$ cat config.mk
export PLATFORM = sky130hd
export DESIGN_NAME = sort_ctrl
export DESIGN_NICKNAME = d
export VERILOG_FILES = /design/src/rtl/sort_pkg.sv /design/src/rtl/sort_loop_idx.sv /design/src/rtl/sort_ctrl.sv
export SDC_FILE = /design/constraint.sdc
export NUM_CORES = 1
export LEC_CHECK = 0
export ABC_CLOCK_PERIOD_IN_PS = 2500
export CAP_MARGIN = 10
export CORE_ASPECT_RATIO = 0.9
export CORE_MARGIN = 10
export CORE_UTILIZATION = 51
export DETAILED_ROUTE_END_ITERATION = 10
export PLACE_DENSITY = 0.75
export SKIP_LAST_GASP = 1
export SYNTH_ARGS = -nofsm -noshare
export SYNTH_HDL_FRONTEND = slang
export SYNTH_SLANG_ARGS = --single-unit
export TNS_END_PERCENT = 50
$ cat constraint.sdc
create_clock -name i_clk -period 2.5 [get_ports i_clk]
set_input_delay 0.375 -clock i_clk [delete_from_list [all_inputs] [get_ports i_clk]]
set_output_delay 0.375 -clock i_clk [all_outputs]
set_load 0.1 [all_outputs]
$ cat src/rtl/sort_pkg.sv
// Shared types and default widths for the exchange-sort sequencer.
package sort_pkg;

  localparam int SORT_SIZE_ADDR = 8;
  localparam int SORT_SIZE_DATA = 32;

  typedef enum logic [2:0] {
    IDLE, RD_I, LD_I, RD_J, CMP, WR_I, WR_J, DONE
  } sort_state_e;

endpackage

$ cat src/rtl/sort_loop_idx.sv
// Outer/inner loop index registers for the exchange sort; j restarts at i+1
// whenever the inner loop wraps.
module sort_loop_idx
  import sort_pkg::*;
#(
  parameter int SIZE_ADDR = SORT_SIZE_ADDR
) (
  input  logic                 i_clk,
  input  logic                 i_rst_n,
  input  logic                 load,
  input  logic                 advance,
  input  logic [SIZE_ADDR-1:0] r_n,
  output logic [SIZE_ADDR-1:0] i,
  output logic [SIZE_ADDR-1:0] j,
  output logic                 inner_last,
  output logic                 outer_last
);

  assign inner_last = (j == r_n - SIZE_ADDR'(1));
  assign outer_last = (i == r_n - SIZE_ADDR'(2));

  // j never exceeds r_n-1, so j+1 and i+2 cannot wrap the address width.
  always_ff @(posedge i_clk or negedge i_rst_n) begin
    if (!i_rst_n) begin
      i <= '0;
      j <= '0;
    end else if (load) begin
      i <= '0;
      j <= SIZE_ADDR'(1);
    end else if (advance) begin
      if (!inner_last) begin
        j <= j + SIZE_ADDR'(1);
      end else if (!outer_last) begin
        i <= i + SIZE_ADDR'(1);
        j <= i + SIZE_ADDR'(2);
      end
    end
  end

endmodule

$ cat src/rtl/sort_ctrl.sv
// Exchange-sort sequencer driving a single-port synchronous RAM.
// Define SORT_CTRL_DESCEND_EN for a non-increasing result.
module sort_ctrl
  import sort_pkg::*;
#(
  parameter int SIZE_ADDR = SORT_SIZE_ADDR,
  parameter int SIZE_DATA = SORT_SIZE_DATA
) (
  input  logic                 i_clk,
  input  logic                 i_rst_n,
  input  logic                 i_start,
  input  logic [SIZE_ADDR-1:0] i_num_elems,
  output logic                 o_busy,
  output logic                 o_done,
  output logic [SIZE_ADDR-1:0] o_mem_addr,
  output logic                 o_mem_rd,
  output logic                 o_mem_wr,
  output logic [SIZE_DATA-1:0] o_mem_wdata,
  input  logic [SIZE_DATA-1:0] i_mem_rdata
);

  sort_state_e          state;
  sort_state_e          adv_state;
  logic [SIZE_ADDR-1:0] r_n;
  logic [SIZE_ADDR-1:0] i;
  logic [SIZE_ADDR-1:0] j;
  logic [SIZE_ADDR-1:0] adv_addr;
  logic [SIZE_DATA-1:0] r_ai;
  logic [SIZE_DATA-1:0] r_aj;
  logic                 inner_last;
  logic                 outer_last;
  logic                 swap;
  logic                 load;
  logic                 advance;

`ifdef SORT_CTRL_DESCEND_EN
  assign swap = (i_mem_rdata > r_ai);
`else
  assign swap = (i_mem_rdata < r_ai);
`endif

  assign load    = (state == IDLE) && i_start && (i_num_elems > SIZE_ADDR'(1));
  assign advance = ((state == CMP) && !swap) || (state == WR_J);

  sort_loop_idx #(
    .SIZE_ADDR (SIZE_ADDR)
  ) u_idx (
    .i_clk      (i_clk),
    .i_rst_n    (i_rst_n),
    .load       (load),
    .advance    (advance),
    .r_n        (r_n),
    .i          (i),
    .j          (j),
    .inner_last (inner_last),
    .outer_last (outer_last)
  );

  // Outputs are registered, so the advance target must carry the address the
  // index registers will hold after this edge.
  always_comb begin
    adv_state = RD_J;
    adv_addr  = j + SIZE_ADDR'(1);
    if (inner_last) begin
      if (outer_last) begin
        adv_state = DONE;
        adv_addr  = '0;
      end else begin
        adv_state = RD_I;
        adv_addr  = i + SIZE_ADDR'(1);
      end
    end
  end

  always_ff @(posedge i_clk or negedge i_rst_n) begin
    if (!i_rst_n) begin
      state       <= IDLE;
      r_n         <= '0;
      r_ai        <= '0;
      r_aj        <= '0;
      o_busy      <= 1'b0;
      o_done      <= 1'b0;
      o_mem_addr  <= '0;
      o_mem_rd    <= 1'b0;
      o_mem_wr    <= 1'b0;
      o_mem_wdata <= '0;
    end else begin
      o_done      <= 1'b0;
      o_mem_addr  <= '0;
      o_mem_rd    <= 1'b0;
      o_mem_wr    <= 1'b0;
      o_mem_wdata <= '0;
      case (state)
        IDLE: begin
          if (i_start) begin
            o_busy <= 1'b1;
            if (i_num_elems > SIZE_ADDR'(1)) begin
              r_n      <= i_num_elems;
              state    <= RD_I;
              o_mem_rd <= 1'b1;
            end else begin
              state  <= DONE;
              o_done <= 1'b1;
            end
          end
        end
        RD_I: state <= LD_I;
        LD_I: begin
          r_ai       <= i_mem_rdata;
          state      <= RD_J;
          o_mem_rd   <= 1'b1;
          o_mem_addr <= j;
        end
        RD_J: state <= CMP;
        CMP: begin
          r_aj <= i_mem_rdata;
          if (swap) begin
            state       <= WR_I;
            o_mem_wr    <= 1'b1;
            o_mem_addr  <= i;
            o_mem_wdata <= i_mem_rdata;
          end else begin
            state      <= adv_state;
            o_mem_rd   <= (adv_state != DONE);
            o_mem_addr <= adv_addr;
            o_done     <= (adv_state == DONE);
          end
        end
        WR_I: begin
          state       <= WR_J;
          o_mem_wr    <= 1'b1;
          o_mem_addr  <= j;
          o_mem_wdata <= r_ai;
        end
        // The new A[i] is the value just moved down, so no re-read is needed.
        WR_J: begin
          r_ai       <= r_aj;
          state      <= adv_state;
          o_mem_rd   <= (adv_state != DONE);
          o_mem_addr <= adv_addr;
          o_done     <= (adv_state == DONE);
        end
        DONE: begin
          state  <= IDLE;
          o_busy <= 1'b0;
        end
        default: state <= IDLE;
      endcase
    end
  end

endmodule

=== Word level (Yosys, flattened, before mapping) ===
Cells that the tools add are included.

* Bits in registers: 135
* Input bits: 43
* Output and inout bits: 44
* Word-level logic and storage cells: 81

* Add/sub/neg operators: 5
* Order comparisons: 2
* Eq/ne operators: 14
* Mux-type cells: 33
* Reduce and logical (&&, ||, !) cells: 15

{| class="wikitable"
|+ Operators with widths
! kind !! count
|-
| 32-bit case mux with 2 select lines || 2
|-
| 8-bit two-way mux || 11
|-
| 32-bit less-than comparator || 1
|-
| 32-bit two-way mux || 1
|-
| 3-bit case mux with 8 select lines || 1
|-
| 8-bit case mux with 3 select lines || 1
|-
| 8-bit by 1-bit adder with 8-bit output (second input constant) || 2
|-
| 8-bit == test || 2
|-
| 3-bit == test (second input constant) || 5
|-
| 3-bit two-way mux || 5
|-
| 8-bit by 2-bit adder with 8-bit output (second input constant) || 1
|-
| 8-bit by 1-bit greater-than comparator with 1-bit output (second input constant) || 1
|-
| 1-bit two-way mux || 8
|-
| 2-bit nonzero test || 4
|-
| 8-bit by 1-bit subtractor with 8-bit output (second input constant) || 1
|-
| 8-bit by 2-bit subtractor with 8-bit output (second input constant) || 1
|-
| 3-bit by 2-bit == test with 1-bit output (second input constant) || 2
|-
| 3-bit AND reduction || 2
|-
| 1-bit case mux with 2 select lines || 2
|-
| 1-bit case mux with 4 select lines || 1
|-
| 2-bit AND reduction || 2
|-
| 3-bit by 1-bit == test with 1-bit output (second input constant) || 1
|-
| 1-bit logical AND || 3
|-
| 3-bit zero test || 1
|-
| other kinds (8) || 8
|}

=== Depth between registers and ports, before layout ===
Gate-level depths: netlist of run 1.

* Word-level depth: 7
* Mapped depth: 11
* Depth with buffers taken out: 9

=== By module ===
Synthesis of run 1 repeated with hierarchy kept, for this count alone.

* Cell total of the unflattened synthesis: 708
* Area, all modules: 7495.9 um^2

{| class="wikitable"
|+ Modules (own cells, without submodules)
! module !! instances !! cells each !! area each (um^2) !! sequential area each (um^2)
|-
| sort_ctrl || 1 || 530 || 5940.7 || 2977.9
|-
| sort_loop_idx || 1 || 178 || 1555.2 || 400.4
|}

=== Least setup slack after synthesis of run 1 ===
Ideal clock, no wire load.

* Kind: input to register
* From: input port i_mem_rdata[13]
* To: register o_mem_addr[7]
* Library setup time: 0.126 ns
* Arrival time: 2.347 ns
* Required time: 2.374 ns
* Path slack: 0.027 ns
* Stages on the path: 9
* Buffers on the path: 1
* Cells stage by stage: ha_1 -> a21o_1 -> a21o_1 -> a221o_1 -> o31a_1 -> o31ai_4 -> buf_2 -> a21oi_1 -> a221o_1

* Cells in the longest elaborated chain, start to end: 3

{| class="wikitable"
|+ Ends and longest elaborated chain
! what !! RTL line !! text
|-
| from (decl) || sort_ctrl.sv:19 || <nowiki>input logic [SIZE_DATA-1:0] i_mem_rdata</nowiki>
|-
| 32-bit less-than comparator || sort_ctrl.sv:39 || <nowiki>assign swap = (i_mem_rdata < r_ai);</nowiki>
|-
| 8-bit two-way mux || sort_ctrl.sv:117 || <nowiki>if (swap) begin</nowiki>
|-
| 8-bit case mux with 3 select lines || sort_ctrl.sv:93 || <nowiki>case (state)</nowiki>
|-
| to (signal assigned) || sort_ctrl.sv:112 || <nowiki>o_mem_addr <= j;</nowiki>
|-
| to (signal assigned) || sort_ctrl.sv:120 || <nowiki>o_mem_addr <= i;</nowiki>
|-
| to (signal assigned) || sort_ctrl.sv:125 || <nowiki>o_mem_addr <= adv_addr;</nowiki>
|-
| to (decl) || sort_ctrl.sv:15 || <nowiki>output logic [SIZE_ADDR-1:0] o_mem_addr,</nowiki>
|}

Every way passes these cells.
A chain may end at the register's enable or synchronous reset.

=== Worst setup path after layout of run 1 ===
* From: register r_ai[13]
* To: register state[1]

* Cells in the longest elaborated chain, start to end: 3

{| class="wikitable"
|+ Ends and longest elaborated chain
! what !! RTL line !! text
|-
| from (decl) || sort_ctrl.sv:28 || <nowiki>logic [SIZE_DATA-1:0] r_ai;</nowiki>
|-
| from (signal assigned) || sort_ctrl.sv:109 || <nowiki>r_ai <= i_mem_rdata;</nowiki>
|-
| from (signal assigned) || sort_ctrl.sv:137 || <nowiki>r_ai <= r_aj;</nowiki>
|-
| 32-bit less-than comparator || sort_ctrl.sv:39 ||
|-
| 3-bit two-way mux || sort_ctrl.sv:117 ||
|-
| 3-bit case mux with 8 select lines || sort_ctrl.sv:93 ||
|-
| to (signal assigned) || sort_ctrl.sv:123 || <nowiki>state <= adv_state;</nowiki>
|-
| to (signal assigned) || sort_ctrl.sv:138 || <nowiki>state <= adv_state;</nowiki>
|-
| to (decl) || sort_ctrl.sv:22 || <nowiki>sort_state_e state;</nowiki>
|}

Every way passes these cells.

==> run_results.csv, run 1 <==
group,metric,value,unit
status,status,"complete, but fails checks",
status,violations,"setup timing",
global_routing,grt_remaining_overflow,0,
pwr,leakage,0.00449,uW
cts,cts_buffers,17,
setup_path,required,2.77,ns
pwr,total_power,11600,uW
cells_and_area,nNetsFinal,939,
timing,setup_viol,60,
floorplanning,die_w,145,um
setup_path,cp.arrival,2.96,ns
global_routing,grt_max_degree,67,
place,place.gp.congestion,0.885,
cells_and_area,fin_util,0.702,
min_path,hold_depth,3,
cells_and_area,area_growth_syn_to_layout,35.6,%
setup_path,crit_cells,11,
pwr,power.switching,4910,uW
logic_synthesis,ys_top_cells_by_area,"dfrtp_1 47%, ha_1 6.4%, mux2_2 5.3%, mux2i_1 5.1%, nand2_1 3.9%",
cts,cts_sinks,135,
cts,h-tree-depth,4,
setup_path,rr_endpoint,"state[1]$_DFFE_PN0P_",
min_path,min_to,"o_mem_wdata[11]$_DFF_PN0_",
place,port_buffers,86,
timing,final.setup_skew,0.00979,ns
setup_path,crit_family,"compound AO/OA/AOI/OAI gates",
run,maxCapViolations,0,
logic_synthesis,yosysWarnings,0,
timing,hold_violations,0,
setup_path,reg2reg_slack,-0.19,ns
logic_synthesis,syn_area_per_cell,10.5,um2
pwr,switching_share,0.424,
timing,relSlewSlack,0.574,
setup_path,cp-start-kind,"register",
logic_synthesis,synth.cell_area,7220,um2
global_routing,antenna_found_initial,0,
floorplanning,std_cell_rows,41,
cells_and_area,n_antenna_cell,0,
pwr,combPwrFrac,0.494,
global_routing,track_usage,0.207,
route,vias_per_cell,5.75,
timing,fmax,372,MHz
logic_synthesis,syn_inst,687,
pwr,max-vdd-ir-drop,0.00104,V
setup_path,cp_max_fo,3,
cts,path_clk_slew,0.06,ns
cells_and_area,final_layout_size_suffix_gt1_frac,0.305,
setup_path,crit_chain,"inv_2, ha_4, a21o_1, a21o_1, a221o_1, o31a_1, or2_4, buf_4, buf_6, a31oi_4, o221ai_2",
logic_synthesis,synth_top_cell_area_share,0.468,
pwr,intPower,6690,uW
floorplanning,core_area,14000,um2
route,antenna_left,0,
timing,period_needed,2.69,ns
setup_path,slowest_stage,"dfrtp_1",
route,drtIter0Drc,499,
min_path,hp-start,"i_mem_rdata[11]",
place,dp_hpwl,13900,um
setup_path,worstSetupPathType,"register to register",
logic_synthesis,yosys.area.top_type,"dfrtp_1",
floorplanning,start_util,0.517,
logic_synthesis,ys_seq_area_frac,0.468,
global_routing,grt_first_pass_wirelength,32700,um
timing,finalMaxSlewViolations,0,
route,vias,6106,
setup_path,crit_start,"r_ai[13]$_DFFE_PN0P_",
setup_path,regToRegStartpoint,"r_ai[13]$_DFFE_PN0P_",
logic_synthesis,synth_cell_types,65,
floorplanning,num_io_pins,87,
timing,grt_setup_unrepaired,"true",
floorplanning,die_h,133,um
pwr,clock_power_share,0.196,
setup_path,cp.buffers_inverters,3,
setup_path,slowest_delay,0.39,ns
place,post-place-ws,-0.726,ns
setup_path,cp-end-kind,"register",
logic_synthesis,synth-main-ff-cell,"dfrtp_1",
floorplanning,die-area,19300,um2
cts,cts_tree,"done",
route,wl_per_cell,19.4,um
cts,cts_buffer_depth,2,
logic_synthesis,synth_edf_count,0,
cts,cts_root_buf,"clkbuf_16",
route,firstDrtPassIters,5,
setup_path,cp_common_cell,"a21o_1",
route,drt_wl_total,20500,um
cells_and_area,fillCellCount,1032,
logic_synthesis,synth_async_sr_flop_share,1.00,
cts,clk_latency,0.42,ns
logic_synthesis,ys_seq_elements,135,
timing,tightestPinTransition,0.639,ns
timing,worst_slack,-0.187,ns
setup_path,ff2ff_path_depth,11,
logic_synthesis,mappedNetlistNets,767,
global_routing,grt_pass1_vias,6314,
min_path,hold_class,"primary input to register",
pwr,cellPowerDensity,1190,nW/um2
timing,min_period_over_period,1.07,
route,drc_errors,0,
pwr,seqPwrFrac,0.310,
-- layer usage --
layer / track usage / wire length, um / part of all wire
met5: 0 / 0 / 0
met4: 0.0690 / 441 / 0.021
met3: 0.0539 / 1120 / 0.054
met2: 0.341 / 10300 / 0.50
met1: 0.258 / 8650 / 0.42
-- registers in the layout (all words and copies together), names as in the netlist --
signal       cells
r_ai            32
state            3
r_aj            32
u_idx.i          8
o_done           1
o_mem_wr         1
r_n              8
o_mem_rd         1
o_mem_addr       8
o_busy           1
u_idx.j          8
o_mem_wdata     32
-- Yosys cell counts, types with 13 or more instances --
master and number:
mux2i_1 37, clkbuf_1 22, dfrtp_1 135, a22o_1 32, nand3_1 15, xor2_1 13, o21ai_0 48, ha_1 37
mux2_2 34, buf_2 15, nor2_1 19, xnor2_1 21, inv_1 40, a21oi_1 18, nand2_1 75
-- repair_timing --
item	CTS	global route
hold buffers	1	0
endpoints found under the hold margin	46	0
resized for setup	25	52
pin swaps	13	32
cloned	3	1
setup buffers	4	7
setup endpoints to repair	60	61
-- kinds of logic after synthesis --
logic type      count (synthesis)  share of synthesized area
simple gates                  162                      0.108
compound gates                159                      0.157
flops                         135                      0.468
buf+inv                        87                     0.0541
mux                            73                      0.108
fa+ha+maj                      37                     0.0641
xor+xnor                       34                     0.0413
-- metrics by stage --
| step | cell area, um2 | hold WS (ns) | setup TNS (ns) | std cells |
|---|---|---|---|---|
| final | 9790 | 0.399 | -7.17 | 1061 |
| after global routing | 9790 | 0.420 | -10.45 | 1061 |
| after CTS | 9420 | 0.414 | -4.79 | 1054 |
| after detailed placement | 8760 | 0.354 | -38.61 | 1019 |
| after global placement | 8760 | 0.338 | -32.36 | 1019 |
| after floorplan | 7220 | 0.0794 | 0 | 687 |
-- worst register-to-register path, stage by stage (launching register included) --
cell and delay, ns:
dfrtp_1 0.39, inv_2 0.08, ha_4 0.21, a21o_1 0.16
a21o_1 0.16, a221o_1 0.37, o31a_1 0.34, or2_4 0.30
buf_4 0.15, buf_6 0.12, a31oi_4 0.15, o221ai_2 0.12
-- layout by cell type (no fill, tap or decap), drive strengths merged, types with 3 or more instances in the layout --
master,n
nand4,11
nor3,10
a21oi,20
o21ai,52
a22o,32
buf,157
xnor2,21
and2,5
a21o,5
clkinv,3
dlygate4sd2,3
a211oi,5
xor2,13
nor2,22
mux2i,37
o211ai,7
a221o,9
inv,40
dfrtp,135
clkdlybuf4s50,35
clkbuf,24
nor4,6
dlymetal6s2s,3
nand3,15
mux2,36
o31ai,4
ha,37
a2111oi,3
a31oi,5
and3,4
nand2,75
o311ai,3
or3,4
nor2b,3
-- worst max path at each step --
stage,endpoint,slack (ns)
floorplan,o_mem_addr[7]$_DFF_PN0_,0.03
global placement,o_mem_addr[3]$_DFF_PN0_,-0.61
detailed placement,o_mem_addr[3]$_DFF_PN0_,-0.73
CTS,o_mem_addr[4]$_DFF_PN0_,-0.16
global route,o_mem_addr[4]$_DFF_PN0_,-0.25
finish,state[1]$_DFFE_PN0P_,-0.19
-- power by group through the flow --
stage,clock network [uW],registers [uW],logic (uW)
3_3_place_gp,0,3520,4920
4_1_cts,2290,3550,5290
6_report,2270,3600,5730
3_5_place_dp,0,3580,5110
5_1_grt,2400,3680,6190
2_1_floorplan,0,4370,2670
-- cell type report --
cell class / instances / area [um2] / area share
Multi-Input combinational cell: 465 / 3770 / 0.385
Sequential cell: 135 / 3380 / 0.345
Timing Repair Buffer: 200 / 1730 / 0.177
Clock buffer: 23 / 468 / 0.0478
Tap cell: 193 / 241 / 0.0247
Inverter: 40 / 150 / 0.0153
Clock inverter: 5 / 52.6 / 0.00537
Note: power is estimated with default switching activity, not from simulation.
==> run 2, diff against run 1 <==
--- a/config.mk
+++ b/config.mk
@@ -11,9 +11,11 @@
 export CORE_MARGIN = 10
 export CORE_UTILIZATION = 51
 export DETAILED_ROUTE_END_ITERATION = 10
+export GPL_ROUTABILITY_DRIVEN = 0
 export PLACE_DENSITY = 0.75
 export SKIP_LAST_GASP = 1
 export SYNTH_ARGS = -nofsm -noshare
 export SYNTH_HDL_FRONTEND = slang
+export SYNTH_HIERARCHICAL = 1
 export SYNTH_SLANG_ARGS = --single-unit
 export TNS_END_PERCENT = 50
==> run_results.csv, run 2 <==
group,metric,value,unit
route,drt_wl_total,22600,um
setup_path,worstSetupPathType,"primary input to register",
place,dp_hpwl,14200,um
timing,setup_viol,26,
logic_synthesis,mappedNetlistNets,789,
pwr,total_power,12400,uW
cts,cts_buffer_depth,2,
logic_synthesis,yosys.area.top_type,"dfrtp_1",
floorplanning,die_h,135,um
cts,cts_buffers,17,
cts,h-tree-depth,4,
cells_and_area,reg_top3,"o_mem_wdata: 32 flops, r_ai: 32 flops, r_aj: 32 flops",
route,drtIter0Drc,550,
global_routing,track_usage,0.217,
run,maxCapViolations,0,
route,vias,6572,
floorplanning,die-area,20000,um2
setup_path,cp_max_fo,5,
timing,finalSetupTns,-3.21,ns
logic_synthesis,synth.cell_area,7500,um2
global_routing,grt_max_degree,66,
timing,period_needed,2.78,ns
setup_path,cp-end-kind,"register",
place,port_buffers,86,
cells_and_area,mostFrequentLayoutCell,"buf_4",
global_routing,antenna_found_initial,0,
route,wl_per_cell,20.3,um
timing,hold_violations,0,
cells_and_area,final_layout_size_suffix_gt1_frac,0.369,
pwr,leakage,0.00482,uW
status,status,"complete, but fails checks",
pwr,cellPowerDensity,1200,nW/um2
global_routing,grt_pass1_vias,6889,
setup_path,required,2.81,ns
logic_synthesis,synth_top_cell_area_share,0.451,
logic_synthesis,synth_cell_types,63,
logic_synthesis,ys_top_cells_by_area,"dfrtp_1 45%, mux2_2 6.6%, ha_1 6.3%, mux2i_1 4.7%, a22o_1 3.7%",
logic_synthesis,synth_async_sr_flop_share,1.00,
timing,final.setup_skew,0.00883,ns
floorplanning,num_io_pins,87,
cts,cts_sinks,135,
setup_path,cp.arrival,3.09,ns
route,vias_per_cell,5.91,
timing,finalMaxSlewViolations,0,
setup_path,cp-start-kind,"primary input",
route,antenna_left,0,
timing,hold_slack,0.316,ns
logic_synthesis,ys_seq_elements,135,
pwr,max-vdd-ir-drop,0.000636,V
logic_synthesis,syn_inst,708,
global_routing,grt_remaining_overflow,0,
cells_and_area,final_cell_mix,"161 x buf_4, 131 x dfrtp_1, 52 x nand2_1, 42 x mux2_2, 40 x o21ai_0",
cells_and_area,final_cell_count_no_fill,1112,
logic_synthesis,synth_edf_count,0,
logic_synthesis,synth-main-ff-cell,"dfrtp_1",
status,violations,"setup timing",
timing,relSlewSlack,0.572,
logic_synthesis,yosysWarnings,6,
timing,grt_setup_unrepaired,"true",
cts,cts_root_buf,"clkbuf_16",
timing,min_period_over_period,1.11,
timing,fmax,360,MHz
logic_synthesis,synth_most_common_cell,"dfrtp_1",
cells_and_area,fillCellCount,919,
route,firstDrtPassIters,5,
floorplanning,core_area,14200,um2
cts,path_clk_slew,0.06,ns
logic_synthesis,synth_commonest_cells,"135 x dfrtp_1, 52 x nand2_1, 45 x o21ai_0",
timing,worst_slack,-0.279,ns
min_path,hold_class,"primary input to register",
floorplanning,die_w,148,um
logic_synthesis,ys_seq_area_frac,0.451,
place,dp_cells,1049,
global_routing,grt_first_pass_wirelength,34900,um
logic_synthesis,syn_area_per_cell,10.6,um2
route,drc_errors,0,
timing,tightestPinTransition,0.642,ns
floorplanning,std_cell_rows,41,
floorplanning,start_util,0.528,
cells_and_area,n_antenna_cell,0,
cells_and_area,nNetsFinal,989,
cts,cts_tree,"done",
place,post-place-ws,-0.826,ns
cts,clk_latency,0.42,ns
cells_and_area,area_growth_syn_to_layout,38.7,%
==> run 2: cell types whose count changed in the layout (fill, tap and decap cells not counted), moves of 11 or more <==
cell	change
inv_1	-13
dlygate4sd2_1	+14
clkdlybuf4s50_1	-13
inv_2	+11
nor2_1	+14
buf_4	+17
nand2_1	-22
==> run 2: report_power, final <==
group	leakage [uW]	internal (uW)	switching (uW)
combinational	0.00281	2720	3710
sequential	0.00172	2980	577
clock	0.000284	1530	921
==> run 2: logic make-up after synthesis <==
| kind of cell | after synthesis | synth area share |
|---|---|---|
| flip-flops | 135 | 0.451 |
| buffers and inverters | 79 | 0.0466 |
| adder cells (fa/ha/maj) | 38 | 0.0634 |
| XOR/XNOR | 40 | 0.0467 |
| multiplexers | 80 | 0.115 |
| AND/OR/NAND/NOR | 184 | 0.135 |
| AO/OA/AOI/OAI | 152 | 0.143 |
==> run 2: routing by layer <==
layer,GRT usage,up-vias,share of wire
li1,-,2949,-
met1,0.261,3231,0.41
met2,0.364,332,0.49
met3,0.0568,60,0.078
met4,0.0836,0,0.024
met5,0,-,0
==> run 2: final cells by class <==
class	count	area, um2	share of cell area
tap	193	241	0.0232
sequential	135	3380	0.326
clock inverter	9	101	0.00975
inverter	38	143	0.0137
timing repair buffer	221	1860	0.179
multi-input combinational	495	4190	0.403
clock buffer	21	470	0.0453
==> run 2: stage by stage <==
stage / util / instance area [um2]
after detailed placement: 0.647 / 9190
after global routing: 0.731 / 10400
after floorplan: - / 7630
after CTS: 0.707 / 10100
after global placement: 0.647 / 9190
final: 0.731 / 10400
==> run 2: worst paths after layout <==
path	slack [ns]	end	startpoint	cells past startpoint
setup / recovery	-0.28	u_idx/j[6]$_DFFE_PN0P_	i_mem_rdata[22]	16
min in group asynchronous	0.47	o_mem_wdata[22]$_DFF_PN0_	i_rst_n	2
hold / removal	0.32	r_aj[20]$_DFFE_PN0P_	i_mem_rdata[20]	2
hold reg to reg	0.51	r_aj[5]$_DFFE_PN0P_	r_aj[5]$_DFFE_PN0P_	1
max in group asynchronous	1.23	r_aj[22]$_DFFE_PN0P_	i_rst_n	3
setup reg to reg	-0.28	u_idx/j[6]$_DFFE_PN0P_	r_ai[29]$_DFFE_PN0P_	16
==> run 2: timing repair <==
| action | 4_1_cts | 5_1_grt |
|---|---|---|
| cloned | 3 | 1 |
| endpoints found under the setup margin | 59 | 47 |
| hold buffers | 1 | 0 |
| gates resized for setup | 58 | 46 |
| hold endpoints to repair | 47 | 0 |
| setup buffers | 13 | 15 |
| pin swaps | 28 | 33 |
==> run 2: worst max-delay path: stages <==
cell and delay (ns):
clkdlybuf4s50_1 0.44, ha_1 0.30, and4_1 0.22, nand4_1 0.12, a21oi_1 0.15, and4bb_2 0.29, and2_4 0.18, nor2_4 0.11
buf_6 0.16, buf_6 0.12, buf_4 0.11, nand3_2 0.10, o21ai_2 0.10, nor2_1 0.10, a21oi_4 0.14, nor3_2 0.05
